<file path="src/rtl/ctrl_pipe_n.sv">
// Parametrised control-word pipeline: carries decoded control through STAGES registers,
// evaluates the ARM condition code at execute against an internal NZCV register.
module ctrl_pipe_n #(
  parameter int              STAGES    = 3,
  parameter int              CW        = 16,
  parameter logic [CW-1:0]   GATE_MASK = CW'(16'h000F),
  parameter int              PCSRC_BIT = 0
) (
  input  logic                 clk,
  input  logic                 reset,
  input  logic [CW-1:0]        ctrl_d,
  input  logic [3:0]           cond_d,
  input  logic [1:0]           flagwr_d,
  input  logic [3:0]           alu_flags,
  input  logic [STAGES-1:0]    stall,
  input  logic [STAGES-1:0]    flush,
  output logic [STAGES*CW-1:0] ctrl_q,
  output logic                 cond_ex,
  output logic [3:0]           flags,
  output logic                 carry_in,
  output logic                 pc_wr_pending
);

  logic [CW-1:0] stageCtrl_q [STAGES];
  logic [CW-1:0] stageCtrl_d [STAGES];
  logic [CW-1:0] slice       [STAGES];
  logic [3:0]    s0Cond_q, s0Cond_d;
  logic [1:0]    s0Flagwr_q, s0Flagwr_d;
  logic [3:0]    flags_q, flags_d;
  logic          flagN, flagZ, flagC, flagV;
  logic          flagWriteOk;
  logic          pcPending;

  assign flagN = flags_q[3];
  assign flagZ = flags_q[2];
  assign flagC = flags_q[1];
  assign flagV = flags_q[0];

  always_comb begin
    cond_ex = 1'b0;
    case (s0Cond_q)
      4'd0:    cond_ex = flagZ;
      4'd1:    cond_ex = ~flagZ;
      4'd2:    cond_ex = flagC;
      4'd3:    cond_ex = ~flagC;
      4'd4:    cond_ex = flagN;
      4'd5:    cond_ex = ~flagN;
      4'd6:    cond_ex = flagV;
      4'd7:    cond_ex = ~flagV;
      4'd8:    cond_ex = flagC & ~flagZ;
      4'd9:    cond_ex = ~flagC | flagZ;
      4'd10:   cond_ex = (flagN == flagV);
      4'd11:   cond_ex = (flagN != flagV);
      4'd12:   cond_ex = ~flagZ & (flagN == flagV);
      4'd13:   cond_ex = flagZ | (flagN != flagV);
      4'd14:   cond_ex = 1'b1;
      default: cond_ex = 1'b0;
    endcase
  end

  // Slice 0 is the only gated view; everything downstream stores already-gated words.
  always_comb begin
    ctrl_q   = '0;
    slice[0] = (stageCtrl_q[0] & ~GATE_MASK) | (stageCtrl_q[0] & GATE_MASK & {CW{cond_ex}});
    for (int k = 1; k < STAGES; k++) begin
      slice[k] = stageCtrl_q[k];
    end
    for (int k = 0; k < STAGES; k++) begin
      ctrl_q[k*CW +: CW] = slice[k];
    end
  end

  always_comb begin
    s0Cond_d       = s0Cond_q;
    s0Flagwr_d     = s0Flagwr_q;
    stageCtrl_d[0] = stageCtrl_q[0];
    if (flush[0]) begin
      stageCtrl_d[0] = '0;
      s0Cond_d       = '0;
      s0Flagwr_d     = '0;
    end else if (!stall[0]) begin
      stageCtrl_d[0] = ctrl_d;
      s0Cond_d       = cond_d;
      s0Flagwr_d     = flagwr_d;
    end
    for (int k = 1; k < STAGES; k++) begin
      stageCtrl_d[k] = stageCtrl_q[k];
      if (flush[k]) begin
        stageCtrl_d[k] = '0;
      end else if (stall[k]) begin
        stageCtrl_d[k] = stageCtrl_q[k];
      end else if (stall[k-1]) begin
        stageCtrl_d[k] = '0;
      end else begin
        stageCtrl_d[k] = slice[k-1];
      end
    end
  end

  // Flags commit only on the cycle the execute instruction actually leaves stage 0.
  assign flagWriteOk = cond_ex & ~stall[0] & ~flush[0];

  always_comb begin
    flags_d = flags_q;
    if (flagWriteOk && s0Flagwr_q[1]) flags_d[3:2] = alu_flags[3:2];
    if (flagWriteOk && s0Flagwr_q[0]) flags_d[1:0] = alu_flags[1:0];
  end

  always_ff @(posedge clk) begin
    if (reset) begin
      for (int k = 0; k < STAGES; k++) begin
        stageCtrl_q[k] <= '0;
      end
      s0Cond_q   <= '0;
      s0Flagwr_q <= '0;
      flags_q    <= '0;
    end else begin
      for (int k = 0; k < STAGES; k++) begin
        stageCtrl_q[k] <= stageCtrl_d[k];
      end
      s0Cond_q   <= s0Cond_d;
      s0Flagwr_q <= s0Flagwr_d;
      flags_q    <= flags_d;
    end
  end

  // The last stage performs the PC write, so it no longer counts as pending.
  always_comb begin
    pcPending = ctrl_d[PCSRC_BIT];
    for (int k = 0; k < STAGES - 1; k++) begin
      pcPending = pcPending | slice[k][PCSRC_BIT];
    end
  end

  assign pc_wr_pending = pcPending;
  assign flags         = flags_q;
  assign carry_in      = flags_q[1];

endmodule

</file>
<file path="config.mk">
export PLATFORM = sky130hd
export DESIGN_NAME = ctrl_pipe_n
export DESIGN_NICKNAME = d
export VERILOG_FILES = /design/src/rtl/ctrl_pipe_n.sv
export SDC_FILE = /design/constraint.sdc
export NUM_CORES = 1
export LEC_CHECK = 0
export BUFFER_PORTS_ARGS = -buffer_cell sky130_fd_sc_hd__buf_2
export CAP_MARGIN = 0
export CORE_MARGIN = 2
export CORE_UTILIZATION = 45
export CTS_CLUSTER_DIAMETER = 40
export DETAILED_ROUTE_END_ITERATION = 6
export PLACE_DENSITY = 0.83
export SLEW_MARGIN = 20
export SYNTH_ARGS = -nofsm -noshare
export SYNTH_HDL_FRONTEND = slang
export SYNTH_SLANG_ARGS = --single-unit
</file>
<file path="constraint.sdc">
create_clock -name clk -period 2.3 [get_ports clk]
set_input_delay 0.46 -clock clk [delete_from_list [all_inputs] [get_ports clk]]
set_output_delay 0.46 -clock clk [all_outputs]
set_load 0.02 [all_outputs]
</file>
# After elaboration in Yosys (flattened, before gate mapping)
# Memories as Yosys holds them, arrays and structs flattened.
# Cells that the tools add are included.
totals:
  in_bits: 34
  ramBits: 48
  memories: 1
  word_cells: 59
  reg_bits: 10
  out_inout_bits: 55
memory_table:
  columns: ["name", "words", "width", "rd", "rd_ports_with_merged_regs", "write_ports", "line_no", "rtl"]
  rows:
  - ["stageCtrl_q", 3, 16, 3, 0, 3, "24", "logic [CW-1:0] stageCtrl_q [STAGES];"]
op_classes:
  bitwise_logic: 19
  reduce_logical: 4
  mux: 15
  n_eq_ne: 16
op_table:
  columns: ["cell", "count"]
  rows:
  - ["two-way mux 16 bit", 11]
  - ["equality test 4 bit (second input constant)", 7]
  - ["AND 4 x 16 -> 16 bit", 1]
  - ["equality test 4 x 3 -> 1 bit (second input constant)", 4]
  - ["OR 16 bit", 1]
  - ["case mux 1 bit (15 select lines)", 1]
  - ["equality test 4 x 2 -> 1 bit (second input constant)", 2]
  - ["OR 1 bit", 7]
  - ["inverter 1 bit", 6]
  - ["AND 1 bit", 4]
  - ["equality test 4 x 1 -> 1 bit (second input constant)", 1]
  - ["zero test 4 bit", 1]
  - ["two-way mux 1 bit", 3]
  - ["logical AND 1 bit", 2]
  - ["OR reduction 2 bit", 1]
  - ["equality test 1 bit", 1]
  - ["!= test 1 bit", 1]

# Longest topological paths before layout
# Gate-level depths: netlist of the first run.
depth:
  depth_word: 9
  mapped_depth: 7
  depth_no_buf: 5

# Worst setup path after synthesis of the first run
# OpenSTA, ideal clock, no wires.
synth_path:
  path_kind: "register to output"
  from: "register flags_q[0], in the netlist flags[0]"
  to: "output port ctrl_q[0]"
  setup_slack_ps: -65
  n_path_buf: 1
  path_stages_with_launch: 7
  required_ps: 1840
  arrival_ps: 1905
  path_cell_list: "dfxtp_1 > xor2_1 > or4_1 > a311oi_2 > or3_1 > buf_6 > and2_1"
synth_via:
  elab_chain_cells: 5
  word_cells_on_any_way: 8
  cone_classes: "2 x eq/ne; 1 x mux; 5 x bitwise"
synth_lines:
  columns: ["item", "line_no", "rtl"]
  rows:
  - ["start: declaration", "29", "logic [3:0] flags_q, flags_d;"]
  - ["start signal: assignment", "123", "flags_q <= flags_d;"]
  - ["!= test 1 bit or equality test 1 bit (tied branches)", null, null]
  - ["OR 1 bit or AND 1 bit (tied branches)", "55, 54", null]
  - ["case mux 1 bit (15 select lines) (*)", "41", "case (s0Cond_q)"]
  - ["named net cond_ex", "18", "output logic cond_ex,"]
  - ["AND 4 x 16 -> 16 bit (*)", "64", "slice[0] = (stageCtrl_q[0] & ~GATE_MASK) | (stageCtrl_q[0] & GATE_MASK & {CW{cond_ex}});"]
  - ["OR 16 bit (*)", "64", null]
  - ["end: declaration", "17", "output logic [STAGES*CW-1:0] ctrl_q,"]
# Mark *: on every way through the listed nets, which the timed path passes. The rest lies on a longest branch.

# Final worst setup path of the first run
layout_path:
  from: "register s0Cond_q[3]"
  to: "output port pc_wr_pending"
layout_via:
  elab_chain_cells: 6
  word_cells_on_any_way: 20
  cone_classes: "14 x eq/ne; 1 x mux; 4 x bitwise; 1 x reduce/logical"
layout_lines:
  columns: ["item", "line_no", "rtl"]
  rows:
  - ["start: declaration", "27", "logic [3:0] s0Cond_q, s0Cond_d;"]
  - ["start signal: assignment", "121", "s0Cond_q <= s0Cond_d;"]
  - ["equality test 4 bit, or another cell as far along", "41", null]
  - ["case mux 1 bit (15 select lines) (*)", "41", null]
  - ["AND 4 x 16 -> 16 bit (*)", "64", null]
  - ["OR 16 bit (*)", "64", null]
  - ["OR 1 bit (*) (2 in a row)", "131", "pcPending = pcPending | slice[k][PCSRC_BIT];"]
  - ["end: declaration", "21", "output logic pc_wr_pending"]
# Every way passes the cells marked *; elsewhere a longest branch is shown, timed or not.

==> impl_metrics.py, run 1 <==
metrics = {
    "run_status": {
        "status": "finished with violations",
        "failed_checks": "setup timing",
    },
    "routing": {
        "drtAntennaViolNets": 0,
        "drcViolationCount": 0,
        "wl_per_cell_um": 13.76,
        "routed-via-count": 2203,
        "vias_per_cell": 5.064,
        "drt-total-wl_um": 5987,
        "drt_iter0_markers": 117,
        "highest_layer": "met4",
        "wl_met3_um": 454,
        "route.met2.wl_um": 2803,
        "wl_met1_um": 2684,
        "first_pass_iters": 4,
    },
    "place": {
        "finalWeightedCongestion": 0.8813,
        "pre_cts_slack_ps": -165.8,
        "hpwlAfterDp_um": 4317,
        "io_buffers": 88,
    },
    "clock_network": {
        "clock_path_buffers": 2,
        "cts_buffers": 9,
        "cts_tree": "yes",
        "clkTransAtPathRegs_ps": 60,
        "root_buffer": "clkbuf_8",
        "clk_latency_ps": 330,
        "htree_levels": 3,
        "cts.sinks": 58,
    },
    "worst_setup_path": {
        "crit_type": "flip-flop to output port",
        "arrival_ps": 2170,
        "cp-end-kind": "output port",
        "start_kind": "flip-flop",
        "critPathSlowestCell": "or3_4",
        "cp_cell_sequence": "buf_6 > nand4b_1 > a21oi_1 > o32a_1 > or3_4 > a211o_1 > buf_6",
        "crit_required_ps": 1840,
        "crit_fanout": 8,
        "max_stage_delay_ps": 390,
        "cp_common_cell": "buf_6",
    },
    "synthesis": {
        "synth_warnings": 0,
        "synthCells": 309,
        "yosysTopAreaCell": "dfxtp_1",
        "synth_cell_types": 40,
        "netlist_area_um2": 2784,
        "ys_ff_latch": 58,
        "synth_area_leaders": "dfxtp_1 42%, buf_4 12%, mux2i_1 9.3%, nor2_1 7.1%, nor3b_1 6.7%",
        "syn_nets": 343,
        "avgSynthCellArea_um2": 9.009,
        "synth_top_area_share": 0.4171,
        "yosysSeqAreaShare": 0.4171,
    },
    "final_layout": {
        "antennaDiodeCount": 0,
        "drive_gt1_frac": 0.3611,
        "regArea_um2": 1174,
        "multi_input_area_um2": 1180,
        "area_growth_pct": 16.85,
        "layout.nets": 390,
        "n_fill_cell": 561,
    },
    "timing": {
        "slew_headroom": 0.4979,
        "worst-slew-pin-transition_ps": 753.2,
        "fmax_mhz": 380.9,
        "grt_setup_unrepaired": "yes",
        "period_minus_slack_ps": 2625,
        "skew_ps": 7.995,
        "hold_viol": 0,
        "setup_viol": 6,
        "period_share": 1.141,
        "drv_slew": 0,
        "whs_ps": 355.6,
        "setup_slack_ps": -325.4,
    },
    "min_path": {
        "worstHoldPathType": "primary input to flip-flop",
    },
    "floorplanning": {
        "num_rows": 28,
        "die_x_um": 82.66,
        "core_um2": 5956,
        "fp.dieH_um": 82.66,
        "io_pins": 89,
        "initial_core_util": 0.4674,
        "dieArea_um2": 6832,
    },
    "pwr": {
        "peakVddDrop_mv": 0.2845,
        "leakage_uw": 0.001500,
        "power.density_nw_per_um2": 664.6,
        "finalPower_uw": 2162,
    },
    "grt": {
        "grt_pass1_wl_um": 9204,
        "grt_max_degree": 33,
        "antenna_found_initial": 0,
        "first_global_vias": 1896,
        "grtUsageTotal": 0.1817,
        "grt-ovfl-total": 0,
    },
    "run": {
        "maxCapViolCount": 0,
    },
}
metal layers:
layer	up-vias	GRT usage
met2	75	0.2855
li1	1105	-
met5	-	0
met3	6	0.07065
met1	1017	0.2275
met4	0	0.06230
path summary, 6_finish.rpt:
path                                                 startpoint                               to  slack (ps)  depth (start not counted)
worst max-delay path                   s0Cond_q[3]$_SDFFE_PP0N_                    pc_wr_pending        -330                          7
worst min-delay path                                 ctrl_d[11]  stageCtrl_q[0][11]$_SDFFE_PP0N_         360                          3
worst max register to register         s0Cond_q[3]$_SDFFE_PP0N_            flags[3]$_SDFFE_PP0P_         290                          8
worst min register to register  stageCtrl_q[0][42]$_SDFFE_PP0N_  stageCtrl_q[0][42]$_SDFFE_PP0N_         480                          2
through the flow:
step           setup TNS (ps)  instances    util  area, µm²
2_1_floorplan               0        309       -       2788
3_3_place_gp           -370.8        415  0.4952       2949
3_5_place_dp           -841.1        415  0.4952       2949
4_1_cts                 -1532        433  0.5384       3207
5_1_grt                 -2120        435  0.5462       3253
6_report                -1764        435  0.5462       3253
state kept, by name (all words and copies together), names as in the netlist:
signal and count:
flags 4, s0Cond_q 4, stageCtrl_q 48, s0Flagwr_q 2
power breakdown:
| part | switching (µW) | total, µW | internal (µW) |
|---|---|---|---|
| registers | 14.7 | 1030 | 1020 |
| clock network | 376 | 957 | 582 |
| logic | 96.7 | 173 | 76.1 |
| total | 487 | 2160 | 1680 |
cells in the final DEF, fill, tap and decap left out, drive strengths merged, types with 7 or more instances in the layout:
cell	synthesis	layout
a21oi	23	23
a22oi	7	7
buf	52	103
clkbuf	15	13
dfxtp	58	58
mux2i	26	26
nand2b	10	10
nor2	53	53
nor3b	25	25
synth_stat cells, drive strengths merged:
library cell and number:
o211ai 2, dfxtp 58, buf 52, nand3 1
nand3b 1, o21ba 1, a211o 1, a22oi 7
nor2b 1, and2 4, a21bo 1, o32a 1
mux2 1, o41ai 1, nor3b 25, nand2 2
o21ai 2, a21oi 23, o31ai 2, or4 1
a311oi 1, clkbuf 15, nand2b 10, nand4b 1
or3b 1, inv 3, nor3 1, nor2 53
a32o 4, or3 1, or2 3, or4b 1
a21boi 1, xor2 1, mux2i 26
critical path, delay by kind of cell (launching register included):
| kind | cells | cell delay [ps] |
|---|---|---|
| compound gates | 3 | 710 |
| buf+inv | 2 | 260 |
| flops | 1 | 380 |
| simple gates | 2 | 480 |
layout make-up:
type | instances | area share
Tap cell | 75 | 0.02885
Clock buffer | 13 | 0.05192
Timing Repair Buffer | 103 | 0.1815
Sequential cell | 58 | 0.3608
Inverter | 3 | 0.003462
Clock inverter | 2 | 0.01077
Multi-Input combinational cell | 181 | 0.3627
kinds of logic (layout without fill, tap and decap cells):
group / count (synthesis) / in the layout / synth area share
multiplexers: 27 / 27 / 0.09753
AO/OA/AOI/OAI: 47 / 47 / 0.1142
buffers and inverters: 70 / 121 / 0.1649
AND/OR/NAND/NOR: 106 / 106 / 0.2032
flip-flops: 58 / 58 / 0.4171
XOR/XNOR: 1 / 1 / 0.003147
timing repair:
action / 4_1_cts / 5_1_grt
setup endpoints to repair: 6 / 6
hold buffers: 0 / 0
buffers inserted: 3 / 2
gates resized for setup: 10 / 11
pin swaps: 5 / 2
No activity file was read; power rests on OpenSTA's default activity.
==> run 2: changes to the inputs <==
--- a/config.mk
+++ b/config.mk
@@ -9,6 +9,7 @@
 export CAP_MARGIN = 0
 export CORE_MARGIN = 2
 export CORE_UTILIZATION = 45
+export CTS_BUF_LIST = sky130_fd_sc_hd__clkbuf_2
 export CTS_CLUSTER_DIAMETER = 40
 export DETAILED_ROUTE_END_ITERATION = 6
 export PLACE_DENSITY = 0.83
==> impl_metrics.py, run 2 (synthesis gave the netlist of run 1 again) <==
metrics = {
    "routing": {
        "drtAntennaViolNets": 0,
        "drt_iter0_markers": 123,
        "wl_per_cell_um": 14.05,
        "first_pass_iters": 4,
        "drcViolationCount": 0,
        "drt-total-wl_um": 6194,
        "routed-via-count": 2240,
        "vias_per_cell": 5.079,
    },
    "worst_setup_path": {
        "crit_required_ps": 1840,
        "crit_fanout": 8,
        "start_kind": "flip-flop",
        "arrival_ps": 2350,
        "crit_type": "flip-flop to output port",
        "rr_startpoint": "flags[0]$_SDFFE_PP0P_",
        "cp-end-kind": "output port",
        "cp-startpoint": "flags[0]$_SDFFE_PP0P_",
        "reg2reg_slack_ps": 230,
    },
    "timing": {
        "grt_setup_unrepaired": "yes",
        "period_minus_slack_ps": 2813,
        "tns_ps": -3017,
        "whs_ps": 235.2,
        "drv_slew": 0,
        "hold_viol": 0,
        "period_share": 1.223,
        "worst-slew-pin-transition_ps": 748.5,
        "fmax_mhz": 355.5,
        "skew_ps": 20.97,
        "setup_slack_ps": -513.0,
        "slew_headroom": 0.5010,
        "setup_viol": 6,
    },
    "floorplanning": {
        "fp.dieH_um": 82.66,
        "io_pins": 89,
        "die_x_um": 82.66,
        "initial_core_util": 0.4674,
        "num_rows": 28,
        "core_um2": 5956,
        "dieArea_um2": 6832,
    },
    "pwr": {
        "peakVddDrop_mv": 0.2440,
        "power.density_nw_per_um2": 558.2,
        "leakage_uw": 0.001500,
    },
    "final_layout": {
        "finalNonFillerCells": 441,
        "fin_util": 0.5395,
        "fin_area_um2": 3213,
        "final_cell_mix": "82 x buf_2, 53 x nor2_1, 52 x dfxtp_1",
        "area_growth_pct": 15.42,
        "largest_register_ff_count": 48,
        "regMostFlops": "stageCtrl_q",
        "layout.nets": 396,
        "drive_gt1_frac": 0.3770,
        "antennaDiodeCount": 0,
        "layout_commonest_cell": "buf_2",
    },
    "place": {
        "place_inst": 415,
        "io_buffers": 88,
        "finalWeightedCongestion": 0.8813,
        "place_area_um2": 2949,
        "hpwlAfterDp_um": 4317,
    },
    "clock_network": {
        "htree_levels": 3,
        "cts_tree": "yes",
        "root_buffer": "clkbuf_2",
        "clock_path_buffers": 2,
        "cts.sinks": 58,
        "clk_latency_ps": 450,
        "cts_buffers": 9,
        "clkTransAtPathRegs_ps": 160,
    },
    "grt": {
        "grtUsageTotal": 0.1825,
        "grt_pass1_wl_um": 9232,
        "first_global_vias": 1922,
        "grt_max_degree": 33,
        "antenna_found_initial": 0,
        "grt-ovfl-total": 0,
    },
    "min_path": {
        "worstHoldPathType": "primary input to flip-flop",
        "holdCritStartpoint": "ctrl_d[5]",
    },
    "run_status": {
        "failed_checks": "setup timing",
        "status": "finished with violations",
    },
    "run": {
        "maxCapViolCount": 0,
    },
}
## run 2: cell count changes in the layout (fill, tap and decap cells not counted), sizes merged
cell	delta
buf	+6
clkbuf	-3
clkinv	+3
## run 2: final timing paths
path	end	cells past startpoint
setup reg to reg	flags[3]$_SDFFE_PP0P_	7
setup / recovery	ctrl_q[3]	6
hold / removal	stageCtrl_q[0][5]$_SDFFE_PP0N_	3
hold reg to reg	stageCtrl_q[0][42]$_SDFFE_PP0N_	2
## run 2: repair_timing
action,CTS,global route
endpoints found under the setup margin,6,6
pin swaps,5,5
hold buffers,0,0
setup buffers,4,7
gates cloned,0,0
resized for setup,16,15
## run 2: cell type report
class                      instances  area (µm²)
fill                             569        2743
multi-input combinational        181        1190
sequential                        58        1179
timing repair buffer             109       643.1
tap                               75       93.84
clock buffer                      10       50.05
clock inverter                     5       46.29
inverter                           3       11.26
## run 2: per-layer routing
layer	vias up	GRT usage	routed length, µm
met3	17	0.05000	390
met2	80	0.2863	2953
met5	-	0	0
met4	0	0.1082	140
li1	1120	-	-
met1	1023	0.2232	2710
## run 2: where the power goes
group / internal (µW) / switching [µW] / total, µW / leakage, µW
combinational: 79.8 / 98.0 / 178 / 0.000962
clock: 239 / 346 / 585 / 0.0000643
sequential: 1020 / 15.2 / 1030 / 0.000473
total: 1330 / 460 / 1790 / 0.00150
## run 2: critical path: stages, from the launching register on
cell and delay [ps]:
dfxtp_4 410, xor2_1 170, or4_4 490, a311oi_2 340
or3_4 230, and2_4 150, buf_6 110
## run 2: stage by stage
step | setup slack [ps] | total power [µW]
floorplan | 41.71 | 1171
global placement | -76.16 | 1213
detailed placement | -165.8 | 1218
CTS | -518.5 | 1804
global route | -591.6 | 1881
finish | -513.0 | 1794
==> run 3: changes to the inputs <==
--- a/config.mk
+++ b/config.mk
@@ -7,6 +7,7 @@
 export LEC_CHECK = 0
 export BUFFER_PORTS_ARGS = -buffer_cell sky130_fd_sc_hd__buf_2
 export CAP_MARGIN = 0
+export CORE_ASPECT_RATIO = 0.7
 export CORE_MARGIN = 2
 export CORE_UTILIZATION = 45
 export CTS_BUF_LIST = sky130_fd_sc_hd__clkbuf_2
==> impl_metrics.py, run 3 (synthesis gave the netlist of run 1 again) <==
metrics = {
    "floorplanning": {
        "core_um2": 5842,
        "fp.dieH_um": 69.81,
        "initial_core_util": 0.4765,
        "dieArea_um2": 6842,
        "die_x_um": 98.01,
        "io_pins": 89,
        "num_rows": 23,
    },
    "final_layout": {
        "final_cell_mix": "82 x buf_2, 53 x nor2_1, 52 x dfxtp_1",
        "regMostFlops": "stageCtrl_q",
        "multi_input_area_um2": 1172,
        "layout_commonest_cell": "buf_2",
        "antennaDiodeCount": 0,
        "finalNonFillerCells": 443,
        "layout.nets": 397,
        "drive_gt1_frac": 0.3723,
        "fin_area_um2": 3232,
        "fin_util": 0.5532,
        "area_growth_pct": 16.09,
        "largest_register_ff_count": 48,
        "regArea_um2": 1176,
        "n_fill_cell": 543,
    },
    "worst_setup_path": {
        "crit_required_ps": 1840,
        "arrival_ps": 2340,
        "crit_type": "flip-flop to output port",
        "cp-end-kind": "output port",
        "start_kind": "flip-flop",
        "reg2reg_slack_ps": 280,
        "crit_fanout": 8,
    },
    "pwr": {
        "power.density_nw_per_um2": 603.3,
        "leakage_uw": 0.001502,
        "p_seq_frac": 0.529,
        "peakVddDrop_mv": 0.3242,
        "clkPwrFrac": 0.378,
        "internal_power_uw": 1454,
        "power_frac_comb": 0.093,
        "switchingPower_uw": 495.8,
        "swShare": 0.2543,
    },
    "timing": {
        "hold_viol": 0,
        "setup_slack_ps": -502.3,
        "skew_ps": 7.927,
        "grt_setup_unrepaired": "yes",
        "period_minus_slack_ps": 2802,
        "drv_slew": 0,
        "slew_headroom": 0.6315,
        "worst-slew-pin-transition_ps": 552.7,
        "setup_viol": 6,
        "period_share": 1.218,
        "fmax_mhz": 356.9,
    },
    "clock_network": {
        "clk_latency_ps": 490,
        "clock_path_buffers": 2,
        "cts_buffers": 9,
        "root_buffer": "clkbuf_2",
        "htree_levels": 3,
        "clkTransAtPathRegs_ps": 160,
        "cts_tree": "yes",
        "cts.sinks": 58,
    },
    "routing": {
        "routed-via-count": 2253,
        "first_pass_iters": 4,
        "drcViolationCount": 0,
        "wl_per_cell_um": 14.35,
        "vias_per_cell": 5.086,
        "drt-total-wl_um": 6356,
        "drtAntennaViolNets": 0,
        "drt_iter0_markers": 102,
    },
    "grt": {
        "antenna_found_initial": 0,
        "grt_max_degree": 33,
        "grtUsageTotal": 0.1889,
        "grt_pass1_wl_um": 10270,
        "first_global_vias": 2116,
        "grt-ovfl-total": 0,
    },
    "run_status": {
        "status": "finished with violations",
        "failed_checks": "setup timing",
    },
    "run": {
        "maxCapViolCount": 0,
    },
    "place": {
        "io_buffers": 88,
        "pre_cts_slack_ps": -155.4,
        "finalWeightedCongestion": 0.8518,
        "hpwlAfterDp_um": 4639,
        "place_inst": 423,
        "place_area_um2": 3009,
    },
    "min_path": {
        "worstHoldPathType": "primary input to flip-flop",
    },
}
## run 3: worst max-delay path, stage by stage (launching register included)
cell	delay (ps)
dfxtp_4	400
buf_6	120
nand4b_1	110
a21oi_2	60
o32a_1	350
or3_4	380
a211o_1	290
buf_6	140
## run 3: layout make-up
type	count	area share
Timing Repair Buffer	110	0.2002
Multi-Input combinational cell	181	0.3628
Sequential cell	58	0.3639
Tap cell	75	0.02904
Clock inverter	6	0.02516
Clock buffer	10	0.01549
Inverter	3	0.003484
## run 3: through the flow
stage | total power, µW | setup TNS, ps | hold WS (ps)
floorplan | 1171 | 0 | 455.0
global placement | 1219 | -207.5 | 467.4
detailed placement | 1225 | -640.5 | 472.6
CTS | 1977 | -3125 | 128.6
global route | 2031 | -3456 | 138.2
finish | 1950 | -2713 | 182.7
## run 3: power by group through the flow
stage | Sequential, µW | Clock (µW) | Combinational (µW)
finish | 1030 | 738 | 181
global route | 1030 | 798 | 199
CTS | 1030 | 764 | 181
detailed placement | 1050 | 0 | 170
global placement | 1050 | 0 | 166
floorplan | 1050 | 0 | 123
## run 3: final timing paths
path,start,end,cells after the start
worst max register to register,s0Cond_q[3]$_SDFFE_PP0N_,flags[0]$_SDFFE_PP0P_,8
worst max-delay path,s0Cond_q[3]$_SDFFE_PP0N_,pc_wr_pending,7
worst min-delay path,ctrl_d[14],stageCtrl_q[0][14]$_SDFFE_PP0N_,3
worst min register to register,stageCtrl_q[0][34]$_SDFFE_PP0N_,stageCtrl_q[0][34]$_SDFFE_PP0N_,2
## run 3: timing repair
action                                  CTS  global route
hold buffers                              0             0
endpoints found under the setup margin    6             6
buffers inserted                          4             0
gates resized for setup                  18             3
endpoints found under the hold margin     0             0
pin swaps                                 5             1
## run 3: layer usage
layer	global-route usage	up-vias	share of wire
met4	0.06790	0	0.016
li1	-	1120	-
met3	0.07056	10	0.071
met2	0.2846	74	0.45
met5	0	-	0
met1	0.2475	1049	0.47
